`src/rtl/lab3_pkg.sv`:
```
// rtl/lab3_pkg.sv - shared types and helpers for the lab3 Horner evaluator
// Purpose: FSM state enum and the coefficient-slice helper used by the
//          lab3 polynomial units.
// Ports:   none (package).
package lab3_pkg;

    typedef enum logic {
        IDLE = 1'b0,
        CALC = 1'b1
    } state_t;

    // LSB position of coefficient k inside the packed coefficient bus.
    function automatic int coef_lsb(input int k, input int width);
        return k * width;
    endfunction

endpackage

```
`src/rtl/lab3_mac.sv`:
```
// rtl/lab3_mac.sv - combinational signed multiply-add with overflow detect
// Purpose: sum = acc*x + c, evaluated exactly at OUTW+WIDTH+1 bits and
//          wrapped to OUTW bits; o_ovf flags a result outside signed OUTW.
// Ports:   i_acc  [OUTW]  signed accumulator
//          i_x    [WIDTH] signed multiplier
//          i_c    [WIDTH] signed addend
//          o_sum  [OUTW]  wrapped signed result
//          o_ovf          exact result did not fit in OUTW bits
module lab3_mac #(
    parameter int WIDTH = 8,
    parameter int OUTW  = 16
) (
    input  logic signed [OUTW-1:0]  i_acc,
    input  logic signed [WIDTH-1:0] i_x,
    input  logic signed [WIDTH-1:0] i_c,
    output logic signed [OUTW-1:0]  o_sum,
    output logic                    o_ovf
);

    localparam int FW = OUTW + WIDTH + 1;

    logic signed [FW-1:0]  w_acc_ext;
    logic signed [FW-1:0]  w_x_ext;
    logic signed [FW-1:0]  w_c_ext;
    logic signed [FW-1:0]  w_full;
    logic        [WIDTH+1:0] w_top;

    // Operands are extended to the full width so the product and sum are
    // exact; the truncated FW-bit product equals the true one.
    assign w_acc_ext = {{(WIDTH + 1){i_acc[OUTW-1]}}, i_acc};
    assign w_x_ext   = {{(OUTW + 1){i_x[WIDTH-1]}}, i_x};
    assign w_c_ext   = {{(OUTW + 1){i_c[WIDTH-1]}}, i_c};
    assign w_full    = w_acc_ext * w_x_ext + w_c_ext;

    // Result fits in OUTW bits only if the bits above the OUTW sign bit are
    // all copies of it.
    assign w_top = w_full[FW-1:OUTW-1];
    assign o_sum = w_full[OUTW-1:0];
    assign o_ovf = ~((&w_top) | ~(|w_top));

endmodule

```
`src/rtl/lab3_horner_mc.sv`:
```
// rtl/lab3_horner_mc.sv - multicycle polynomial evaluator using Horner's rule
// Purpose: y = sum(coef[k]*x^k), one shared multiply-add per cycle, with a
//          start/rdy handshake, busy indication and sticky overflow flag.
// Ports:   clk    rising-edge clock
//          rst    asynchronous active-low reset
//          start  request, sampled only in IDLE
//          x      [WIDTH] signed operand, latched on accepted start
//          coef   [(DEG+1)*WIDTH] coef[k] at bits k*WIDTH +: WIDTH
//          y      [OUTW] signed result, held until next completion
//          rdy    one-cycle pulse when y is updated
//          busy   high while calculating
//          ovf    overflow flag of last result, held with y
module lab3_horner_mc
    import lab3_pkg::*;
#(
    parameter int WIDTH = 8,
    parameter int DEG   = 3,
    parameter int OUTW  = 16
) (
    input  logic                         clk,
    input  logic                         rst,
    input  logic                         start,
    input  logic signed [WIDTH-1:0]      x,
    input  logic [(DEG+1)*WIDTH-1:0]     coef,
    output logic signed [OUTW-1:0]       y,
    output logic                         rdy,
    output logic                         busy,
    output logic                         ovf
);

    localparam int CNTW  = (DEG < 1) ? 1 : $clog2(DEG + 1);
    localparam bit MULTI = (DEG >= 1);

    state_t                      r_state;
    state_t                      w_next_state;
    logic signed [WIDTH-1:0]     r_x;
    logic [(DEG+1)*WIDTH-1:0]    r_coef;
    logic signed [OUTW-1:0]      r_acc;
    logic [CNTW-1:0]             r_cnt;
    logic                        r_ovf_int;
    logic signed [OUTW-1:0]      r_y;
    logic                        r_rdy;
    logic                        r_ovf;

    logic                        w_accept;
    logic                        w_busy;
    logic                        w_last;
    logic signed [WIDTH-1:0]     w_ctop;
    logic signed [WIDTH-1:0]     w_c;
    logic signed [OUTW-1:0]      w_sum;
    logic                        w_step_ovf;

    // Highest coefficient comes straight from the input bus: it seeds the
    // accumulator in the same edge that latches the operands.
    assign w_ctop = coef[coef_lsb(DEG, WIDTH) +: WIDTH];

    always_comb begin
        w_c = '0;
        for (int k = 0; k <= DEG; k++) begin
            if (r_cnt == CNTW'(k)) begin
                w_c = r_coef[coef_lsb(k, WIDTH) +: WIDTH];
            end
        end
    end

    lab3_mac #(
        .WIDTH (WIDTH),
        .OUTW  (OUTW)
    ) u_mac (
        .i_acc (r_acc),
        .i_x   (r_x),
        .i_c   (w_c),
        .o_sum (w_sum),
        .o_ovf (w_step_ovf)
    );

    always_ff @(posedge clk or negedge rst) begin
        if (!rst) begin
            r_state <= IDLE;
        end else begin
            r_state <= w_next_state;
        end
    end

    always_comb begin
        w_next_state = r_state;
        w_accept     = 1'b0;
        w_busy       = 1'b0;
        w_last       = 1'b0;
        case (r_state)
            IDLE: begin
                if (start) begin
                    w_accept = 1'b1;
                    // Degree 0 needs no steps and completes from IDLE.
                    if (MULTI) begin
                        w_next_state = CALC;
                    end
                end
            end
            CALC: begin
                w_busy = 1'b1;
                if (r_cnt == '0) begin
                    w_last       = 1'b1;
                    w_next_state = IDLE;
                end
            end
            default: w_next_state = IDLE;
        endcase
    end

    always_ff @(posedge clk or negedge rst) begin
        if (!rst) begin
            r_x       <= '0;
            r_coef    <= '0;
            r_acc     <= '0;
            r_cnt     <= '0;
            r_ovf_int <= 1'b0;
            r_y       <= '0;
            r_rdy     <= 1'b0;
            r_ovf     <= 1'b0;
        end else begin
            r_rdy <= 1'b0;
            if (w_accept) begin
                r_x       <= x;
                r_coef    <= coef;
                r_acc     <= OUTW'(w_ctop);
                r_cnt     <= CNTW'(DEG - 1);
                r_ovf_int <= 1'b0;
                if (!MULTI) begin
                    r_y   <= OUTW'(w_ctop);
                    r_ovf <= 1'b0;
                    r_rdy <= 1'b1;
                end
            end
            if (w_busy) begin
                r_acc     <= w_sum;
                r_ovf_int <= r_ovf_int | w_step_ovf;
                r_cnt     <= r_cnt - CNTW'(1);
                if (w_last) begin
                    r_y   <= w_sum;
                    r_ovf <= r_ovf_int | w_step_ovf;
                    r_rdy <= 1'b1;
                end
            end
        end
    end

    assign y    = r_y;
    assign rdy  = r_rdy;
    assign busy = w_busy;
    assign ovf  = r_ovf;

endmodule

```
`config.mk`:
```
export PLATFORM = sky130hd
export DESIGN_NAME = lab3_horner_mc
export DESIGN_NICKNAME = d
export VERILOG_FILES = /design/src/rtl/lab3_pkg.sv /design/src/rtl/lab3_mac.sv /design/src/rtl/lab3_horner_mc.sv
export SDC_FILE = /design/constraint.sdc
export NUM_CORES = 1
export LEC_CHECK = 0
export CORE_ASPECT_RATIO = 1.25
export CORE_MARGIN = 2
export CORE_UTILIZATION = 65
export DETAILED_ROUTE_END_ITERATION = 10
export GPL_TIMING_DRIVEN = 0
export HOLD_SLACK_MARGIN = 0.15
export PLACE_DENSITY = 0.87
export SLEW_MARGIN = 20
export SYNTH_ARGS = -nofsm -noshare
export SYNTH_HDL_FRONTEND = slang
export SYNTH_SLANG_ARGS = --single-unit
```
`constraint.sdc`:
```
create_clock -name clk -period 19.4 [get_ports clk]
set_input_delay 1.94 -clock clk [delete_from_list [all_inputs] [get_ports clk]]
set_output_delay 1.94 -clock clk [all_outputs]
set_load 0.01 [all_outputs]
```
Yosys cells after proc, flatten, opt, wreduce, memory -nomap -nowiden
Index checks and enable logic that the tools add are counted.
{"block": "totals", "reg_bits": 78, "inputBits": 43, "wordCells": 44, "out_inout_bits": 19}
{"block": "classes", "mul": 1, "bitwise": 5, "n_reduce_logical": 5, "muxes": 19, "eq_ne": 3, "add_sub_neg": 2}
{"operator": "$mux 16", "count": 2}
{"operator": "$mux 8", "count": 4}
{"operator": "$add 24x8->25", "count": 1}
{"operator": "$mul 16x8->24", "count": 1}
{"operator": "$mux 1", "count": 10}
{"operator": "$reduce_and 10->1", "count": 1}
{"operator": "$reduce_or 10->1", "count": 1}
{"operator": "$eq 2x2->1 const B", "count": 2}
{"operator": "$mux 2", "count": 2}
{"operator": "$not 1->1", "count": 3}
{"operator": "$eq 2x1->1 const B", "count": 1}
{"operator": "$logic_not 2->1", "count": 1}
{"operator": "$or 1x1->1", "count": 2}
{"operator": "$pmux 1 s2", "count": 1}
{"operator": "$reduce_and 2->1", "count": 1}
{"operator": "$reduce_bool 2->1", "count": 1}
{"operator": "$sub 2x1->2 const B", "count": 1}

Longest topological paths before layout
{"block": "depth", "word_depth": 12, "ltp_mapped": 29, "mapped_depth_nobuf": 27}

Cells and area by module
From an unflattened synthesis, not the netlist that was laid out.
{"block": "hier_totals", "hier_cells": 832, "area_unflattened_um2": 8582.0}
{"mod": "lab3_mac", "n_inst": 1, "seq_area_each_um2": 0.0, "cells_per_inst": 584, "area_per_inst_um2": 5283.8}
{"mod": "lab3_horner_mc", "n_inst": 1, "seq_area_each_um2": 1951.9, "cells_per_inst": 248, "area_per_inst_um2": 3298.2}

Worst setup path before layout
No wires, ideal clock.
{"block": "synth_path", "path_kind": "register -> register", "startpoint": "register r_cnt[1]", "endpoint": "register r_ovf, in the netlist ovf", "path_stages_with_launch": 29, "path_buffers": 3, "slack_ns": 12.393, "setup_time_ns": 0.129, "arrival_ns": 6.878, "path_cell_list": "dfrtp_1 -> inv_1 -> ha_1 -> clkbuf_1 -> nor2b_1 -> clkbuf_1 -> a22oi_1 -> nor2_1 -> a21oi_1 -> nor2_1 -> a21oi_1 -> inv_1 -> fa_1 -> inv_1 -> fa_1 -> fa_1 -> inv_1 -> fa_1 -> ha_1 -> ha_1 -> clkbuf_1 -> a21o_1 -> a21oi_1 -> or3b_1 -> nor3_1 -> nor3_1 -> or4b_1 -> mux2i_1 -> a31oi_1"}
{"block": "synth_via", "elab_chain_cells": 11}
{"item": "from (decl)", "line": "lab3_horner_mc.sv:39", "text": "logic [CNTW-1:0] r_cnt;"}
{"item": "from (signal assigned)", "line": "lab3_horner_mc.sv:127", "text": "r_cnt <= CNTW'(DEG - 1);"}
{"item": "from (signal assigned)", "line": "lab3_horner_mc.sv:138", "text": "r_cnt <= r_cnt - CNTW'(1);"}
{"item": "$logic_not 2->1", "line": "lab3_horner_mc.sv:60, lab3_horner_mc.sv:102"}
{"item": "$mux 8 (4 in series)", "line": "lab3_horner_mc.sv:60", "text": "if (r_cnt == CNTW'(k)) begin"}
{"item": "$add 24x8->25", "line": "lab3_mac.sv:33", "text": "assign w_full = w_acc_ext * w_x_ext + w_c_ext;"}
{"item": "$reduce_or 10->1", "line": "lab3_mac.sv:39", "text": "assign o_ovf = ~((&w_top) | ~(|w_top));"}
{"item": "$not 1->1", "line": "lab3_mac.sv:39"}
{"item": "$or 1x1->1", "line": "lab3_mac.sv:39"}
{"item": "$not 1->1", "line": "lab3_mac.sv:39"}
{"item": "$or 1x1->1", "line": "lab3_horner_mc.sv:141", "text": "r_ovf <= r_ovf_int | w_step_ovf;"}
{"item": "to (signal assigned)", "line": "lab3_horner_mc.sv:141"}
{"item": "to (decl)", "line": "lab3_horner_mc.sv:43", "text": "logic r_ovf;"}
Several ways; a longest one is shown, not always the timed one.
A chain may end at the register's enable or synchronous reset.

Worst setup path after layout
Ends and elaborated chain as after synthesis.

==> flow_summary.ini <==
[outcome]
status = completed

[yosys]
synth_top_cell_by_area = fa_1
synth-main-ff-cell = dfrtp_1
syn_area_um2 = 8456
synth_most_common_cell = fa_1
ys_top_cells_by_area = fa_1 (29%), dfrtp_1 (23%), ha_1 (8.6%), mux2_2 (6.1%), and2_1 (5.5%)
synth-seq-cells = 78
ys_seq_area_share_pct = 23.08
synth_nets = 1063
synthCells = 840
synthArstFlopShare_pct = 100.0
synth_common_cells = fa_1 (122), inv_1 (114), dfrtp_1 (78), and2_1 (75), nand2_1 (75)
synth_top_cell_area_share_pct = 28.88
avgSynthCellArea_um2 = 10.07
synth_edf_count = 0
yosysWarnings = 0
synth_cell_types = 54

[min_path]
hp-class = reg2reg

[timing]
relSlewSlack_pct = 26.54
min_period_over_period_pct = 41.84
setup_viol = 0
skew_ns = 0.009097
drv_slew = 0
rsz0062_at_grt = false
fmax_mhz = 123.2
hold_viol = 0
timing.setup.tns_ns = 0
fin_crit_ns = 8.117
worstMarginPinSlew_ns = 1.102

[grt]
antenna_found_initial = 0
grt_usage_pct = 30.15
grt_max_degree = 42
grt_pass1_vias = 6914
grt_first_pass_wirelength_mm = 33.04
overflow = 0

[route]
drt_iter0_drc = 308
firstDrtPassIters = 5
routed_wirelength_mm = 19.55
routed.top_layer = met4
drc = 0
wl_per_cell_um = 18.00
postRouteAntennaNets = 0
drt-vias-per-instance = 5.805
routed-wl-met3_um = 702
wl_met1_mm = 7.217
via_count = 6304
wl_met2_mm = 10.85

[clocking]
cts-hold-fix-buffers = 0
clock_sinks = 78
clk_latency_ns = 0.34
htree_levels = 3
path_clk_slew_ns = 0.07
tritoncts = done
postCtsSetupRepairBufs = 0
ctsResizeCount = 0
cts_root_buffer = clkbuf_16
cts_buffers = 9
cts_buffer_depth = 2

[setup_path]
critPathSlowestCell = a21oi_1
critical_path_class = reg2reg
slowest_delay_ns = 0.85
crit_arrival_ns = 8.34
end_kind = flop
crit_family = adder cells
required_ns = 19.63
path_buf_inv = 7
startpoint_type = flop
cp_max_fo = 10

[place]
gp_congestion = 0.9214
placed_cells = 1070
port_buffers = 61
dp_hpwl_mm = 15.65

[floorplanning]
die_x_um = 106.0
rows = 46
ioPinCount = 62
die_height_um = 131.5
core_area_um2 = 12720
initial_core_util_pct = 66.48
die-area_um2 = 13940

[layout]
nets = 1136
final_cells = 1086
drive_gt1_share_pct = 8.497
diodes = 0
area_growth_pct = 13.36

[flow_run]
cap_violations = 0
final timing paths:
kind                            startpoint    endpoint  slack, ns  depth (start not counted)
worst max register to register    r_cnt[1]         ovf      11.28                         28
worst min-delay path                 y[15]       y[15]       0.49                          2
max in group asynchronous              rst  r_coef[31]      17.25                          2
min in group asynchronous              rst  r_coef[10]       1.56                          1
worst max-delay path              r_cnt[1]         ovf      11.28                         28
worst min register to register       y[15]       y[15]       0.49                          2
kinds of logic after synthesis:
family	Yosys count	share of synthesized area (%)
AND/OR/NAND/NOR	232	13.75
adder cells (fa/ha/maj)	180	37.47
buffers and inverters	151	6.866
AO/OA/AOI/OAI	125	9.456
flip-flops	78	23.08
multiplexers	55	7.192
XOR/XNOR	19	2.190
through the flow:
step | setup slack [ns] | util (%) | area [µm²] | hold slack [ns]
floorplan | 12.39 | - | 8456 | 0.4806
global placement | 11.39 | 72.93 | 9276 | 0.4667
detailed placement | 11.30 | 73.07 | 9294 | 0.4745
CTS | 11.26 | 75.36 | 9585 | 0.4888
global route | 10.87 | 75.36 | 9585 | 0.5205
finish | 11.28 | 75.36 | 9585 | 0.4858
placed cells by master (no fill, tap or decap), types with 6 or more instances in the layout:
master / synthesis / layout
dfrtp_1: 78 / 78
o21ai_0: 25 / 25
nand2_1: 75 / 75
ha_1: 58 / 58
a22oi_1: 9 / 9
clkbuf_1: 32 / 32
mux2_2: 46 / 46
nand3_1: 8 / 8
nand2b_1: 6 / 6
inv_1: 114 / 114
clkdlybuf4s50_1: 0 / 60
fa_1: 122 / 122
xnor2_1: 13 / 13
and2_1: 75 / 75
a211oi_1: 10 / 10
a21oi_1: 48 / 48
nor2_1: 42 / 42
mux2i_1: 9 / 9
clkbuf_16: 0 / 9
registers in the layout, summed over array words and instances, names as in the netlist:
register and count:
r_cnt 2, y 16, rdy 1, ovf 1
r_coef 32, r_ovf_int 1, r_acc 16, r_x 8
r_state 1
worst reg2reg max path, delay by kind of cell (launching register included):
family	cells	cell delay, ns
flip-flops	1	0.39
multiplexers	1	0.19
AND/OR/NAND/NOR	7	1.27
adder cells (fa/ha/maj)	7	2.97
buffers and inverters	7	1.53
AO/OA/AOI/OAI	6	1.67
metal layers:
metal | up-vias | GRT usage [%]
met5 | - | 0
met4 | 0 | 12.50
met3 | 62 | 2.778
met2 | 202 | 55.34
met1 | 3185 | 35.91
li1 | 2855 | -
area by class of cell:
type / instances / area (µm²)
Multi-Input combinational cell: 611 / 5923
Fill cell: 854 / 3134
Sequential cell: 78 / 1952
Timing Repair Buffer: 62 / 628.1
Inverter: 114 / 427.9
Clock buffer: 10 / 239.0
Tap cell: 168 / 210.2
Buffer: 37 / 152.6
Clock inverter: 6 / 52.55
Power is not shown: default switching activity piles up to over one toggle a cycle in this logic, so the estimate is an artifact.
